--- src/rtl/mdu_defs.sv ---
// Shared encodings for the multiply/divide sequencer.
// Holds FSM state codes, op codes and the default operand width.
package mdu_defs;

    localparam int DEF_WIDTH = 32;

    typedef enum logic [2:0] {
        S_IDLE = 3'd0,
        S_PREP = 3'd1,
        S_RUN  = 3'd2,
        S_FIX  = 3'd3,
        S_DONE = 3'd4
    } state_t;

    localparam logic OP_MULT = 1'b0;
    localparam logic OP_DIV  = 1'b1;

endpackage

--- src/rtl/mdu_step.sv ---
// One combinational iteration: shift-add multiply or restoring divide.
// Ports: op_i, work_i/opnd_i in; work_o (next work reg), qbit_o out.
module mdu_step
    import mdu_defs::*;
#(
    parameter int WIDTH = DEF_WIDTH
) (
    input  logic               op_i,
    input  logic [2*WIDTH-1:0] work_i,
    input  logic [WIDTH-1:0]   opnd_i,
    output logic [2*WIDTH-1:0] work_o,
    output logic               qbit_o
);

    logic [WIDTH:0]     sum;
    logic [WIDTH:0]     diff;
    logic [2*WIDTH-1:0] sh;

    always_comb begin
        sum = {1'b0, work_i[2*WIDTH-1:WIDTH]};
        if (work_i[0]) begin
            sum = sum + {1'b0, opnd_i};
        end
        // Remainder stays below the divisor magnitude, so the top
        // bit dropped by the shift is always zero.
        sh     = {work_i[2*WIDTH-2:0], 1'b0};
        diff   = {1'b0, sh[2*WIDTH-1:WIDTH]} - {1'b0, opnd_i};
        work_o = sh;
        qbit_o = 1'b0;
        if (op_i == OP_MULT) begin
            work_o = {sum, work_i[WIDTH-1:1]};
        end else if (!diff[WIDTH]) begin
            work_o = {diff[WIDTH-1:0], sh[WIDTH-1:0]};
            qbit_o = 1'b1;
        end
    end

endmodule

--- src/rtl/mult_div_seq.sv ---
// Iterative signed MULT/DIV sequencer owning the Hi/Lo registers.
// Ports: clk, reset, start, op, a_in, b_in -> busy, done, div0, hi/lo.
module mult_div_seq
    import mdu_defs::*;
#(
    parameter int WIDTH = DEF_WIDTH,
    parameter int CNT_W = 6
) (
    input  logic             clk,
    input  logic             reset,
    input  logic             start,
    input  logic             op,
    input  logic [WIDTH-1:0] a_in,
    input  logic [WIDTH-1:0] b_in,
    output logic             busy,
    output logic             done,
    output logic             div0,
    output logic [WIDTH-1:0] hi_out,
    output logic [WIDTH-1:0] lo_out
);

    state_t             state_q, state_d;
    logic               op_q, op_d;
    logic [WIDTH-1:0]   a_q, a_d;
    logic [WIDTH-1:0]   b_q, b_d;
    logic [2*WIDTH-1:0] work_q, work_d;
    logic [CNT_W-1:0]   cnt_q, cnt_d;
    logic               neg_res_q, neg_res_d;
    logic               neg_rem_q, neg_rem_d;
    logic               div0_q, div0_d;
    logic [WIDTH-1:0]   hi_q, hi_d;
    logic [WIDTH-1:0]   lo_q, lo_d;

    logic [2*WIDTH-1:0] step_w;
    logic               step_q;
    logic [WIDTH-1:0]   opnd;
    logic [WIDTH-1:0]   a_mag;
    logic [WIDTH-1:0]   b_mag;
    logic [2*WIDTH-1:0] prod;
    logic [WIDTH-1:0]   quot;
    logic [WIDTH-1:0]   rem;

    // MULT adds |a| into the accumulator; DIV subtracts |b|.
    assign opnd = (op_q == OP_DIV) ? b_q : a_q;

    mdu_step #(.WIDTH(WIDTH)) u_step (
        .op_i   (op_q),
        .work_i (work_q),
        .opnd_i (opnd),
        .work_o (step_w),
        .qbit_o (step_q)
    );

    always_comb begin
        state_d   = state_q;
        op_d      = op_q;
        a_d       = a_q;
        b_d       = b_q;
        work_d    = work_q;
        cnt_d     = cnt_q;
        neg_res_d = neg_res_q;
        neg_rem_d = neg_rem_q;
        div0_d    = div0_q;
        hi_d      = hi_q;
        lo_d      = lo_q;

        a_mag = a_q[WIDTH-1] ? -a_q : a_q;
        b_mag = b_q[WIDTH-1] ? -b_q : b_q;
        prod  = neg_res_q ? -work_q : work_q;
        quot  = work_q[WIDTH-1:0];
        rem   = work_q[2*WIDTH-1:WIDTH];

        unique case (state_q)
            S_IDLE: begin
                if (start) begin
                    op_d    = op;
                    a_d     = a_in;
                    b_d     = b_in;
                    div0_d  = 1'b0;
                    state_d = S_PREP;
                end
            end
            S_PREP: begin
                neg_res_d = a_q[WIDTH-1] ^ b_q[WIDTH-1];
                neg_rem_d = a_q[WIDTH-1];
                a_d       = a_mag;
                b_d       = b_mag;
                if (op_q == OP_DIV && b_q == '0) begin
                    div0_d  = 1'b1;
                    state_d = S_DONE;
                end else begin
                    cnt_d   = '0;
                    // Low half holds the multiplier or dividend.
                    work_d  = (op_q == OP_DIV) ?
                              {{WIDTH{1'b0}}, a_mag} :
                              {{WIDTH{1'b0}}, b_mag};
                    state_d = S_RUN;
                end
            end
            S_RUN: begin
                work_d = {step_w[2*WIDTH-1:1], step_w[0] | step_q};
                cnt_d  = cnt_q + 1'b1;
                if (cnt_q == CNT_W'(WIDTH - 1)) begin
                    state_d = S_FIX;
                end
            end
            S_FIX: begin
                if (op_q == OP_MULT) begin
                    hi_d = prod[2*WIDTH-1:WIDTH];
                    lo_d = prod[WIDTH-1:0];
                end else begin
                    lo_d = neg_res_q ? -quot : quot;
                    hi_d = neg_rem_q ? -rem : rem;
                end
                state_d = S_DONE;
            end
            S_DONE: begin
                state_d = S_IDLE;
            end
            default: begin
                state_d = S_IDLE;
            end
        endcase
    end

    always_ff @(posedge clk) begin
        if (reset) begin
            state_q   <= S_IDLE;
            op_q      <= 1'b0;
            a_q       <= '0;
            b_q       <= '0;
            work_q    <= '0;
            cnt_q     <= '0;
            neg_res_q <= 1'b0;
            neg_rem_q <= 1'b0;
            div0_q    <= 1'b0;
            hi_q      <= '0;
            lo_q      <= '0;
        end else begin
            state_q   <= state_d;
            op_q      <= op_d;
            a_q       <= a_d;
            b_q       <= b_d;
            work_q    <= work_d;
            cnt_q     <= cnt_d;
            neg_res_q <= neg_res_d;
            neg_rem_q <= neg_rem_d;
            div0_q    <= div0_d;
            hi_q      <= hi_d;
            lo_q      <= lo_d;
        end
    end

    assign busy   = (state_q != S_IDLE);
    assign done   = (state_q == S_DONE);
    assign div0   = done & div0_q;
    assign hi_out = hi_q;
    assign lo_out = lo_q;

endmodule

--- config.mk ---
export PLATFORM = sky130hd
export DESIGN_NAME = mult_div_seq
export DESIGN_NICKNAME = d
export VERILOG_FILES = /design/src/rtl/mdu_defs.sv /design/src/rtl/mdu_step.sv /design/src/rtl/mult_div_seq.sv
export SDC_FILE = /design/constraint.sdc
export NUM_CORES = 1
export LEC_CHECK = 0
export CAP_MARGIN = 10
export CELL_PAD_IN_SITES_DETAIL_PLACEMENT = 2
export CELL_PAD_IN_SITES_GLOBAL_PLACEMENT = 2
export CORE_MARGIN = 1.5
export CORE_UTILIZATION = 28
export CTS_CLUSTER_DIAMETER = 150
export DETAILED_ROUTE_END_ITERATION = 10
export PLACE_DENSITY = 0.65
export SLEW_MARGIN = 20
export SYNTH_ARGS = -nofsm -noshare
export SYNTH_HDL_FRONTEND = slang
export SYNTH_SLANG_ARGS = --single-unit
--- constraint.sdc ---
create_clock -name clk -period 5.05 [get_ports clk]
set_clock_uncertainty 0.05 [all_clocks]
set_input_delay 0.505 -clock clk [delete_from_list [all_inputs] [get_ports clk]]
set_output_delay 0.505 -clock clk [all_outputs]
set_load 0.005 [all_outputs]
==> results of run 1 <==
[worst min path at each step]
stage | from | to | cells after the start
after floorplan | cnt_q[5]$_SDFFE_PP0P_ | cnt_q[5]$_SDFFE_PP0P_ | 1
final | reset | work_q[27]$_SDFFE_PP0P_ | 2
after CTS | reset | cnt_q[0]$_SDFFE_PP0P_ | 2
after global placement | hi_out[8]$_SDFFE_PP0N_ | hi_out[8]$_SDFFE_PP0N_ | 2
after detailed placement | hi_out[2]$_SDFFE_PP0N_ | hi_out[2]$_SDFFE_PP0N_ | 2
after global routing | reset | work_q[14]$_SDFFE_PP0P_ | 2
[worst max-delay path: stages (launching register included)]
cell and delay, ns:
dfxtp_4 0.74, mux2i_1 0.58, ha_1 0.42, a21o_1 0.25, or4b_1 0.50, a211oi_1 0.23, a21oi_1 0.17, a221o_1 0.43
a2111oi_2 0.37, or3_1 0.17, a21oi_1 0.10, o41ai_2 0.37
[registers in the layout, summed over array words and instances (netlist names)]
signal	cells
cnt_q	6
div0_q	1
neg_rem_q	1
a_q	32
op_q	1
lo_out	32
hi_out	32
work_q	64
b_q	32
neg_res_q	1
state_q	3
[per-layer routing]
| metal | share of wire | vias up |
|---|---|---|
| met5 | 0 | - |
| li1 | - | 8098 |
| met3 | 0.030 | 71 |
| met4 | 0.016 | 0 |
| met1 | 0.48 | 8792 |
| met2 | 0.48 | 283 |
[cell families (layout without fill, tap and decap cells)]
family | after synthesis | after routing | synth area share
buffers and inverters | 235 | 306 | 0.05507
AOI/OAI and AO/OA | 680 | 680 | 0.2777
xor gates and xnor gates | 170 | 170 | 0.09052
DFF | 205 | 205 | 0.2495
and+or+nand+nor | 757 | 757 | 0.2149
adders and majority gates | 80 | 80 | 0.06177
muxes | 76 | 76 | 0.05051
[stage by stage]
stage	total power, uW	hold WS, ns	setup WS (ns)	utilization
after CTS	6021	0.2115	0.4883	0.3376
final	5959	0.2384	0.5385	0.3376
after global routing	6257	0.2290	0.3233	0.3376
after floorplan	3122	0.3883	0.4104	-
after global placement	3826	0.3890	0.5186	0.3208
after detailed placement	3870	0.4046	0.5306	0.3208
[power by group]
part           switching, uW  internal (uW)  total (uW)
Clock                    857           1260        2120
Sequential               181           1710        1890
Combinational           1250            703        1950
Total                   2290           3670        5960
[cell usage after synthesis (all sizes together) (17+ instances only)]
cell      n  area share
nand2   288       0.066
nor2    217       0.050
dfxtp   205        0.25
a21oi   169       0.052
clkbuf  145       0.033
o21ai   134       0.041
a211oi   98       0.045
xor2     86       0.046
xnor2    84       0.045
ha       78       0.059
inv      59       0.013
mux2i    59       0.036
nor3     49       0.016
a21o     44       0.020
nand3    32      0.0097
o211ai   29       0.014
o31ai    29       0.013
or3      29       0.011
a311oi   28       0.015
and3     28       0.011
buf      28      0.0078
nor4     22       0.012
a31oi    21      0.0080
o41ai    19       0.012
or4      18      0.0089
a221oi   17      0.0094
[cell type report]
class / count / area [um^2] / area share
clock inverter: 13 / 178.9 / 0.009152
tap: 765 / 957.2 / 0.04896
clock buffer: 36 / 790.8 / 0.04045
timing repair buffer: 195 / 1826 / 0.09338
inverter: 62 / 232.7 / 0.01190
multi-input combinational: 1763 / 11460 / 0.5860
sequential: 205 / 4108 / 0.2101
==> impl_metrics.json, run 1 <==
{
  "yosys_warnings": 0,
  "cts_resized": 0,
  "cts_buffer_depth": 3,
  "hold_path_class": "primary input to flop",
  "ant_nets": 0,
  "dp_hpwl_mm": 58.66,
  "fp-row-count": 88,
  "netlist_area_um2": 16450,
  "numPortBuffers": 134,
  "vias": 17240,
  "final_cell_mix": "288 x nand2_1, 214 x nor2_1, 204 x dfxtp_1",
  "status": "completed",
  "global_route.usage.met2": 0.4253,
  "ir_drop_mv": 0.2618,
  "critical_path_class": "flop to flop",
  "synthFlopType": "dfxtp_1",
  "synth_nets": 2351,
  "cts_tree": "yes",
  "grt-ovfl-total": 0,
  "cts_num_sinks": 205,
  "cts_hold_buffers": 0,
  "busiest_layer": "met2",
  "cts_root_buffer": "clkbuf_16",
  "grt_max_degree": 74,
  "chipWidth_um": 245.4,
  "fin_crit_sh": 0.8934,
  "num-fill-cells": 6769,
  "post_cts_buffers": 0,
  "synth-seq-cells": 205,
  "synth-edff-count": 0,
  "worstReg2RegEnd": "work_q[61]$_SDFFE_PP0P_",
  "tightestPinTransition_ns": 0.9219,
  "synth_cell_types": 89,
  "maxSlewHeadroom": 0.3854,
  "synth_area_per_cell_um2": 7.466,
  "drtPass1Iterations": 5,
  "cap_viol_max_count": 0,
  "netlist_instances": 2203,
  "startpoint": "op_q$_SDFFE_PP0P_",
  "fin_area_um2": 19550,
  "grt_pass1_wl_mm": 115.6,
  "critPathArrivalTime_ns": 4.94,
  "start_util": 0.2840,
  "drt-initial-drc-count": 866,
  "grt_util_met1": 0.3363,
  "yosysSeqAreaShare": 0.2495,
  "period_minus_slack_ns": 4.512,
  "areaGrowthSynthToFinish_pct": 18.86,
  "routedWlPerCell_um": 24.92,
  "setup_viol": 0,
  "cp-endpoint": "work_q[61]$_SDFFE_PP0P_",
  "r2r-start": "op_q$_SDFFE_PP0P_",
  "h-tree-depth": 1,
  "nNetsFinal": 2403,
  "routed_wl_mm": 75.73,
  "diodes": 0,
  "ff2ff_path_depth": 11,
  "mostFrequentLayoutCell": "nand2_1",
  "via_per_inst": 5.674,
  "place_congestion": 0.8792,
  "use_met3": 0.02205,
  "drive_gt1_frac": 0.08004,
  "die-area_um2": 60210,
  "coreArea_um2": 57920,
  "critPathCaptureType": "flop",
  "insertion_delay_ns": 0.60,
  "grt.total_usage": 0.2471,
  "clkTransAtPathRegs_ns": 0.06,
  "numCtsBuffers": 28,
  "cp-start-kind": "flop",
  "fmax_mhz": 221.7,
  "fp.dieH_um": 245.4,
  "async_flop_share": 0,
  "grt_pass1_vias": 18200,
  "leakage_uw": 0.007693,
  "r2r_slack_ns": 0.54,
  "rsz0062_at_grt": "no",
  "placed_cells": 2990,
  "hold_violations": 0,
  "fin_tns_setup_ns": 0,
  "crit_fanout": 39,
  "io_pins": 135,
  "stdcell_count": 3039,
  "route.detailed.drc": 0,
  "finalMaxSlewViolations": 0,
  "place_area_um2": 18580,
  "critPathRequiredTime_ns": 5.48,
  "power_density_nw_per_um2": 304.8,
  "grt_antenna_before_repair": 4
}
Note: power is estimated with default switching activity, not from simulation.
==> run 2, diff against run 1 <==
Settings changed: CAP_MARGIN 10 to default.
==> results of run 2 <==
No change in the layout: final DEF, timing and power equal those of run 1.
